`config.mk`:
```
export PLATFORM = sky130hd
export DESIGN_NAME = serial_load_sequencer
export DESIGN_NICKNAME = d
export VERILOG_FILES = /design/src/rtl/serial_load_sequencer.sv
export SDC_FILE = /design/constraint.sdc
export NUM_CORES = 1
export LEC_CHECK = 0
export ABC_AREA = 0
export ABC_CLOCK_PERIOD_IN_PS = 4100
export BUFFER_PORTS_ARGS = -buffer_cell sky130_fd_sc_hd__clkbuf_2
export CORE_MARGIN = 3
export CORE_UTILIZATION = 29
export CTS_CLUSTER_SIZE = 16
export DETAILED_ROUTE_END_ITERATION = 10
export SETUP_SLACK_MARGIN = 0.15
export SLEW_MARGIN = 30
export SYNTH_ARGS = -nofsm -noshare
export SYNTH_HDL_FRONTEND = slang
export SYNTH_SLANG_ARGS = --single-unit
```
`constraint.sdc`:
```
create_clock -name CLK -period 4.1 [get_ports CLK]
set_clock_uncertainty 0.2 [all_clocks]
set_input_delay 0.205 -clock CLK [delete_from_list [all_inputs] [get_ports CLK]]
set_output_delay 0.205 -clock CLK [all_outputs]
set_load 0.02 [all_outputs]
```
`src/rtl/serial_load_sequencer.sv`:
```
// Fetches feature words from a 1-cycle synchronous memory and streams them LSB-first,
// gap-free, to the serial loader, then waits (with timeout) for the loader's done.
module serial_load_sequencer #(
  parameter int unsigned WORD_W  = 16,
  parameter int unsigned DP_W    = 3,
  parameter int unsigned FEAT_W  = 5,
  parameter int unsigned ADDR_W  = 8,
  parameter int unsigned TIMEOUT = 64
) (
  input  logic              CLK,
  input  logic              RST,
  input  logic              start,
  input  logic [DP_W-1:0]   num_dp,
  input  logic [FEAT_W-1:0] feat,
  output logic              mem_re,
  output logic [ADDR_W-1:0] mem_addr,
  input  logic [WORD_W-1:0] mem_rdata,
  output logic              ser,
  output logic              ser_valid,
  input  logic              sink_done,
  output logic              busy,
  output logic              done,
  output logic              timeout
);

  localparam int unsigned BitW  = (WORD_W > 1) ? $clog2(WORD_W) : 1;
  localparam int unsigned WaitW = $clog2(TIMEOUT + 1);
  localparam logic [BitW-1:0]  LastBit  = BitW'(WORD_W - 1);
  localparam logic [BitW-1:0]  PreBit   = BitW'(WORD_W - 2);
  localparam logic [WaitW-1:0] WaitLast = WaitW'(TIMEOUT - 1);

  typedef enum logic [2:0] {StIdle, StFetch, StLoad, StShift, StWaitSink, StDone} state_e;

  state_e            state_q, state_d;
  logic [DP_W-1:0]   num_dp_q, num_dp_d;
  logic [FEAT_W-1:0] feat_q, feat_d;
  logic [DP_W-1:0]   d_q, d_d;
  logic [FEAT_W-1:0] j_q, j_d;
  logic [ADDR_W-1:0] base_q, base_d;
  logic [WORD_W-1:0] shift_q, shift_d;
  logic [BitW-1:0]   bitcnt_q, bitcnt_d;
  logic [WaitW-1:0]  wait_q, wait_d;
  logic              timeout_q, timeout_d;
  logic [ADDR_W-1:0] addr_q;

  // Coordinates of the word following the one currently in the shift register.
  logic              more;
  logic [FEAT_W-1:0] nxt_j;
  logic [DP_W-1:0]   nxt_d;
  logic [ADDR_W-1:0] nxt_base, nxt_addr, step;

  always_comb begin
    step     = ADDR_W'(feat_q) + ADDR_W'(1);
    more     = (j_q != '0) || ((d_q + DP_W'(1)) != num_dp_q);
    nxt_j    = (j_q != '0) ? j_q - FEAT_W'(1) : feat_q;
    nxt_d    = (j_q != '0) ? d_q : d_q + DP_W'(1);
    nxt_base = (j_q != '0) ? base_q : base_q + step;
    nxt_addr = nxt_base + ADDR_W'(nxt_j);
  end

  always_comb begin
    state_d   = state_q;
    num_dp_d  = num_dp_q;
    feat_d    = feat_q;
    d_d       = d_q;
    j_d       = j_q;
    base_d    = base_q;
    shift_d   = shift_q;
    bitcnt_d  = bitcnt_q;
    wait_d    = wait_q;
    timeout_d = timeout_q;
    mem_re    = 1'b0;
    mem_addr  = addr_q;
    ser       = 1'b0;
    ser_valid = 1'b0;
    busy      = 1'b0;
    done      = 1'b0;
    case (state_q)
      StIdle: begin
        if (start) begin
          num_dp_d  = num_dp;
          feat_d    = feat;
          d_d       = '0;
          j_d       = feat;
          base_d    = '0;
          bitcnt_d  = '0;
          wait_d    = '0;
          timeout_d = 1'b0;
          state_d   = (num_dp != '0) ? StFetch : StDone;
        end
      end
      StFetch: begin
        busy     = 1'b1;
        mem_re   = 1'b1;
        mem_addr = ADDR_W'(feat_q);
        state_d  = StLoad;
      end
      StLoad: begin
        busy     = 1'b1;
        shift_d  = mem_rdata;
        bitcnt_d = '0;
        state_d  = StShift;
      end
      StShift: begin
        busy      = 1'b1;
        ser_valid = 1'b1;
        ser       = shift_q[0];
        // Prefetch lands exactly on the last-bit cycle, keeping the stream gap-free.
        if (bitcnt_q == PreBit && more) begin
          mem_re   = 1'b1;
          mem_addr = nxt_addr;
        end
        if (bitcnt_q == LastBit) begin
          if (more) begin
            shift_d  = mem_rdata;
            bitcnt_d = '0;
            d_d      = nxt_d;
            j_d      = nxt_j;
            base_d   = nxt_base;
          end else begin
            wait_d  = '0;
            state_d = StWaitSink;
          end
        end else begin
          shift_d  = shift_q >> 1;
          bitcnt_d = bitcnt_q + BitW'(1);
        end
      end
      StWaitSink: begin
        busy = 1'b1;
        if (sink_done) begin
          state_d = StDone;
        end else if (wait_q == WaitLast) begin
          timeout_d = 1'b1;
          state_d   = StDone;
        end else begin
          wait_d = wait_q + WaitW'(1);
        end
      end
      StDone: begin
        done    = 1'b1;
        state_d = StIdle;
      end
      default: state_d = StIdle;
    endcase
  end

  assign timeout = timeout_q;

  always_ff @(posedge CLK or negedge RST) begin
    if (!RST) begin
      state_q   <= StIdle;
      num_dp_q  <= '0;
      feat_q    <= '0;
      d_q       <= '0;
      j_q       <= '0;
      base_q    <= '0;
      shift_q   <= '0;
      bitcnt_q  <= '0;
      wait_q    <= '0;
      timeout_q <= 1'b0;
      addr_q    <= '0;
    end else begin
      state_q   <= state_d;
      num_dp_q  <= num_dp_d;
      feat_q    <= feat_d;
      d_q       <= d_d;
      j_q       <= j_d;
      base_q    <= base_d;
      shift_q   <= shift_d;
      bitcnt_q  <= bitcnt_d;
      wait_q    <= wait_d;
      timeout_q <= timeout_d;
      addr_q    <= mem_addr;
    end
  end

endmodule

```
# After elaboration in Yosys (flattened, before gate mapping)
# Index checks and enable logic that the tools add are counted.
# totals
out_inout_bits,14
reg_bits,63
word_cells,103
# classes
eq_ne,19
mux,47
n_addsub,7
reduce_logical,19
# ops
operator,n
two-way mux 8 bit,5
two-way mux 7 bit,5
two-way mux 16 bit,2
one-hot mux 16 bit (2 select lines),1
one-hot mux 8 bit (2 select lines),2
two-way mux 3 bit,10
one-hot mux 7 bit (3 select lines),1
two-way mux 5 bit,4
inequality test 2 bit (second input constant),8
one-hot mux 3 bit (5 select lines),1
two-way mux 4 bit,3
one-hot mux 4 bit (3 select lines),1
AND reduction 4 bit,3
one-hot mux 5 bit (2 select lines),1
nonzero test 3 bit,3
adder 8 x 5 -> 8 bit,1
adder 8 x 6 -> 8 bit,1
equality test 4 bit (second input constant),2
two-way mux 1 bit,8
adder 7 x 1 -> 7 bit (second input constant),1
equality test 7 x 6 -> 1 bit (second input constant),1
adder 5 x 1 -> 6 bit (second input constant),1
equality test 3 x 2 -> 1 bit (second input constant),2
equality test 3 bit (second input constant),2
18 further kinds,23

# Logic depth before layout (Yosys ltp)
# depth
depth_word,6
ltp_mapped,17
depth_no_buf,15

# Least setup slack after synthesis
# Ideal clock, no wire load.
# synth_path
path_type,register to output
from,register j_q[0]
to,output port mem_addr[5]
path_stages_with_launch,16
arrival_ps,3479
t_required_ps,3695
n_path_buf,2
path_slack_ps,216
cell_sequence,dfrtp_1 inv_1 ha_1 or4b_1 buf_4 clkbuf_1 a21oi_1 inv_1 ha_1 a21o_1 a21oi_1 nor2_1 a211oi_1 xnor2_1 nand2_1 a221o_1
# synth_between
elab_chain_cells,5
# synth_rtl
element,line,rtl
from (decl),38,"logic [FEAT_W-1:0] j_q, j_d;"
from (signal assigned),168,j_q <= j_d;
subtractor 5 x 1 -> 5 bit / nonzero test 5 bit (equally long branches),"55, 54, 57",
two-way mux 5 bit (tied with other cells),55,nxt_j = (j_q != '0) ? j_q - FEAT_W'(1) : feat_q;
adder 8 x 5 -> 8 bit / logical AND 1 bit (equally long branches),"58, 109",
two-way mux 8 bit (*),109,if (bitcnt_q == PreBit && more) begin
one-hot mux 8 bit (2 select lines) (*),78,case (state_q)
to (decl),16,"output logic [ADDR_W-1:0] mem_addr,"
# Mark *: on every way between the ends. The rest lies on a longest branch, timed or not.

# Worst setup path in the final report
# layout_path
from,register j_q[1]
to,output port mem_addr[5]
# Same word-level chain as after synthesis.

==> summary.md <==
| Metric | Value |
|---|---|
| Proportion of layout cells with a drive suffix above 1 | between 20% and 30% |
| Critical Path Slowest Stage Cell | or4b_4 |
| Final cycle utilization of the critical path | 95.9% |
| Area enclosed by the die boundary | approximately 14000 um2 |
| Finished layout cell area | 5050 um2 |
| Area growth from synthesis to layout | 36.0% |
| Number of filler cells placed in the layout | between 1000 and 1500 |
| CTS H-Tree Depth | 3 |
| Compound-gate portion of the synthesized area | 18.7% |
| Combinational family with the most area after synthesis | compound AO/OA/AOI/OAI gates |
| Multi-input gate area | approximately 2200 um2 |
| Maximum resistive drop on vdd | around 0.00019 V |
| Post-detailed-routing wire length | ~9800 um |
| Detailed router's first-iteration violation count | 166 |
| Syn Inst Count | between 400 and 500 |
| GR Util met3 | between 3 and 4% |
| Critical Path Start Type | flop |
| Achievable Freq | ~0.25 GHz |
| Clock buffer count from CTS | 9 |
| Largest fanout on the critical path | 6 |
| Synthesized flop and latch total | 63 |
| WP data arrival | between 3 and 4 ns |
| GR Util met2 | between 20% and 30% |
| Worst path bufs/invs | 3 |
| Simple-gate portion of the synthesized area | ~16% |
| Skew-Pair Late Insertion Delay | 0.33 ns |
| Max stage delay on crit path | 0.58 ns |
| Mux contribution to synthesized area | between 6 and 7% |
| CP Cell Sequence | inv_2 -> ha_4 -> or4b_4 -> buf_8 -> nor2_1 -> nor2_1 -> ha_1 -> a21oi_2 -> nor2_2 -> a211oi_4 -> xnor2_2 -> nand2_1 -> a221o_1 -> buf_6 |
| First-pass GRT wire length | around 16000 um |
| Post-synthesis instance area | around 3700 um2 |
| CTS tree | done |
| Number of sinks on the clock net | 63 |
| Final setup violating endpoints | 0 |
| Floorplan die height | ~120 um |
| 1st-pass router iterations | 6 |
| Number of antenna cells inserted | 0 |
| Unique cell type count in the Yosys netlist | 55 |
| CP dominant cell by count | nor2_1 |
| Commonest register cell after synthesis | dfrtp_1 |
| Slew at the pin closest to its max-slew limit | ~0.74 ns |
| Overall Power | around 1.5 mW |
| Row count | 40 |
| Total number of nets in the final design | 544 |
| Number of max-cap violations | 0 |
| Via/cell ratio | between 4 and 5 |
| Synthesized-area fraction occupied by adder cells | 6.47% |
| Total congestion overflow after global routing | 0 |
| Die extent in x | roughly 120 um |
| Initial antenna violation count | 0 |
| Final sum of negative setup slack | 0 ns |
| Required time worst endpoint | about 3.7 ns |
| Routability congestion estimate | 0.862 |
| Final count of hold timing violations | 0 |
| Number of global-route vias before repair | between 3000 and 4000 |
| FF+latch area | between 1500 and 2000 um2 |
| Ports placed on the boundary | 42 |
| Async SR Flop Fraction | 100% |
| Max clock buf depth | 2 |
| Layer with the highest usage | met2 |
| Clock period minus worst slack | 3.93 ns |
| Crit path kind | reg -> out |
| Initial standard-cell utilization of the core | 30.3% |
| Most frequent standard cell in the layout excluding fill and tap cells | dfrtp_1 |
| Xor-xnor portion of the synthesized cell area | between 5 and 6% |
| Root buf cell | clkbuf_16 |
| Post-synthesis average cell area | ~9 um2 |
| Static leakage | approximately 2.4 nW |
| Result of the run | completed |
| Top library cells by usage in the layout, fill and taps aside | dfrtp_1 (63), nand2_1 (59), clkbuf_2 (38), nor2_1 (31), buf_4 (30) |
| Final routed wire length divided by cell count | 14.6 um |
| Post-detailed-route DRC marker count | 0 |
| Post-synth EDFFs | 0 |
| Total routing resource utilization after global routing | 13.9% |
| Hold crit path type | in -> reg |
| Unrepaired setup endpoints after global routing | true |
| Pin count of the biggest net entering global routing | 35 |
| DRT antenna net count | 0 |
| Net count after synthesis | between 400 and 500 |
| Part of the Yosys area used for sequential elements | ~42% |
| Max-slew headroom | approximately half |
| Power per cell area | around 290 nW/um2 |
| Count of port buffers added during placement | 41 |
| Half-perimeter wire length after detailed placement | roughly 6600 um |
| Yosys synthesis warning count | 0 |
| Kind of end point of the critical path | primary output |
| Number of vias in the routed layout | 3295 |
| Kind of cell with the highest combined delay on the critical path | simple AND/OR/NAND/NOR gates |
| Placement Cell Area | just over 4000 um2 |
| Post-CTS clock slew at the launch and capture registers of the worst setup and hold paths | 0.06 ns |
| Met1 routing resource usage after global routing | between 15 and 20% |
| Max-slew violation total from the final report | 0 |
| Core region area | ~12000 um2 |
[power breakdown]
group          switching [mW]  internal (mW)  total, mW  leakage [nW]
clock network           0.283          0.487      0.770         0.149
registers             0.00197          0.626      0.628         0.821
logic                  0.0281         0.0318     0.0599          1.43
[area by class of cell]
class / instances / area share (%)
Clock buffer: 11 / 4.81
Multi-Input combinational cell: 310 / 43.1
Tap cell: 168 / 4.16
Inverter: 18 / 1.34
Clock inverter: 5 / 1.14
Timing Repair Buffer: 96 / 14.2
Sequential cell: 63 / 31.2
[kinds of logic after synthesis]
logic type      Yosys count
xor+xnor                 21
mux                      25
flops                    63
compound gates          116
simple gates            129
fa+ha+maj                18
buf+inv                  36
[flip-flops by register name, summed over array words and instances, names as in the netlist]
signal	cells
state_q	3
d_q	3
feat_q	5
timeout	1
base_q	8
num_dp_q	3
j_q	5
bitcnt_q	4
wait_q	7
shift_q	16
addr_q	8
[what timing repair did]
item / in CTS / in global routing
endpoints found under the hold margin: 57 / 0
gates resized for setup: 16 / 36
gates cloned: 1 / 1
endpoints found under the setup margin: 4 / 3
pin swaps: 4 / 27
setup buffers: 4 / 14
hold buffers: 24 / 0
[worst paths after layout]
check	cells past startpoint	endpoint	startpoint	slack (ns)
min in group asynchronous	2	wait_q[5]	RST	0.26
max reg2reg	14	addr_q[5]	j_q[1]	0.60
min reg2reg	2	shift_q[3]	shift_q[3]	0.28
max in group asynchronous	3	base_q[2]	RST	2.46
max	14	mem_addr[5]	j_q[1]	0.17
min	3	shift_q[10]	mem_rdata[10]	0.007
[worst register-to-register path: stages, from the launching register on]
cell      delay, ns
dfrtp_1        0.39
inv_2          0.09
ha_4           0.16
or4b_4         0.58
buf_8          0.19
nor2_1         0.08
nor2_1         0.06
ha_1           0.33
a21oi_2        0.22
nor2_2         0.07
a211oi_4       0.30
xnor2_2        0.16
nand2_1        0.07
a221o_1        0.34
buf_4          0.14
[cell usage after synthesis, types with 2 or more instances]
library cell / number / area share, %
a211oi_1: 3 / 0.61
a21o_1: 3 / 0.61
a21oi_1: 24 / 3.2
and2_1: 2 / 0.34
buf_2: 8 / 1.1
clkbuf_1: 9 / 0.91
dfrtp_1: 63 / 42
fa_1: 2 / 1.1
ha_1: 16 / 5.4
inv_1: 17 / 1.7
mux2_2: 6 / 1.8
mux2i_1: 19 / 5.1
nand2_1: 60 / 6.1
nand2b_1: 8 / 1.3
nand3_1: 5 / 0.67
nand4_1: 2 / 0.34
nor2_1: 32 / 3.2
nor2b_1: 5 / 0.84
nor3_1: 3 / 0.40
o211ai_1: 2 / 0.40
o21a_1: 2 / 0.40
o21ai_0: 30 / 4.0
o21ai_1: 20 / 2.7
o22ai_1: 11 / 1.9
o31ai_1: 7 / 1.4
or2_2: 2 / 0.34
xnor2_1: 15 / 3.5
xor2_1: 5 / 1.2
[through the flow]
step,util (%),hold slack (ns),instances,worst slack (ns)
finish,41.2,0.00658,671,0.167
global route,41.2,0.0304,671,0.0284
CTS,39.0,0.0116,656,0.151
detailed placement,33.8,0.119,611,0.128
global placement,33.8,0.103,611,0.197
floorplan,-,-0.291,408,0.216
[per-layer routing]
layer	part of all wire [%]	up-vias
met1	44	1596
met4	2.3	0
met3	3.5	21
met2	50	61
met5	0	-
li1	-	1617
Note: power is estimated with default switching activity, not from simulation.
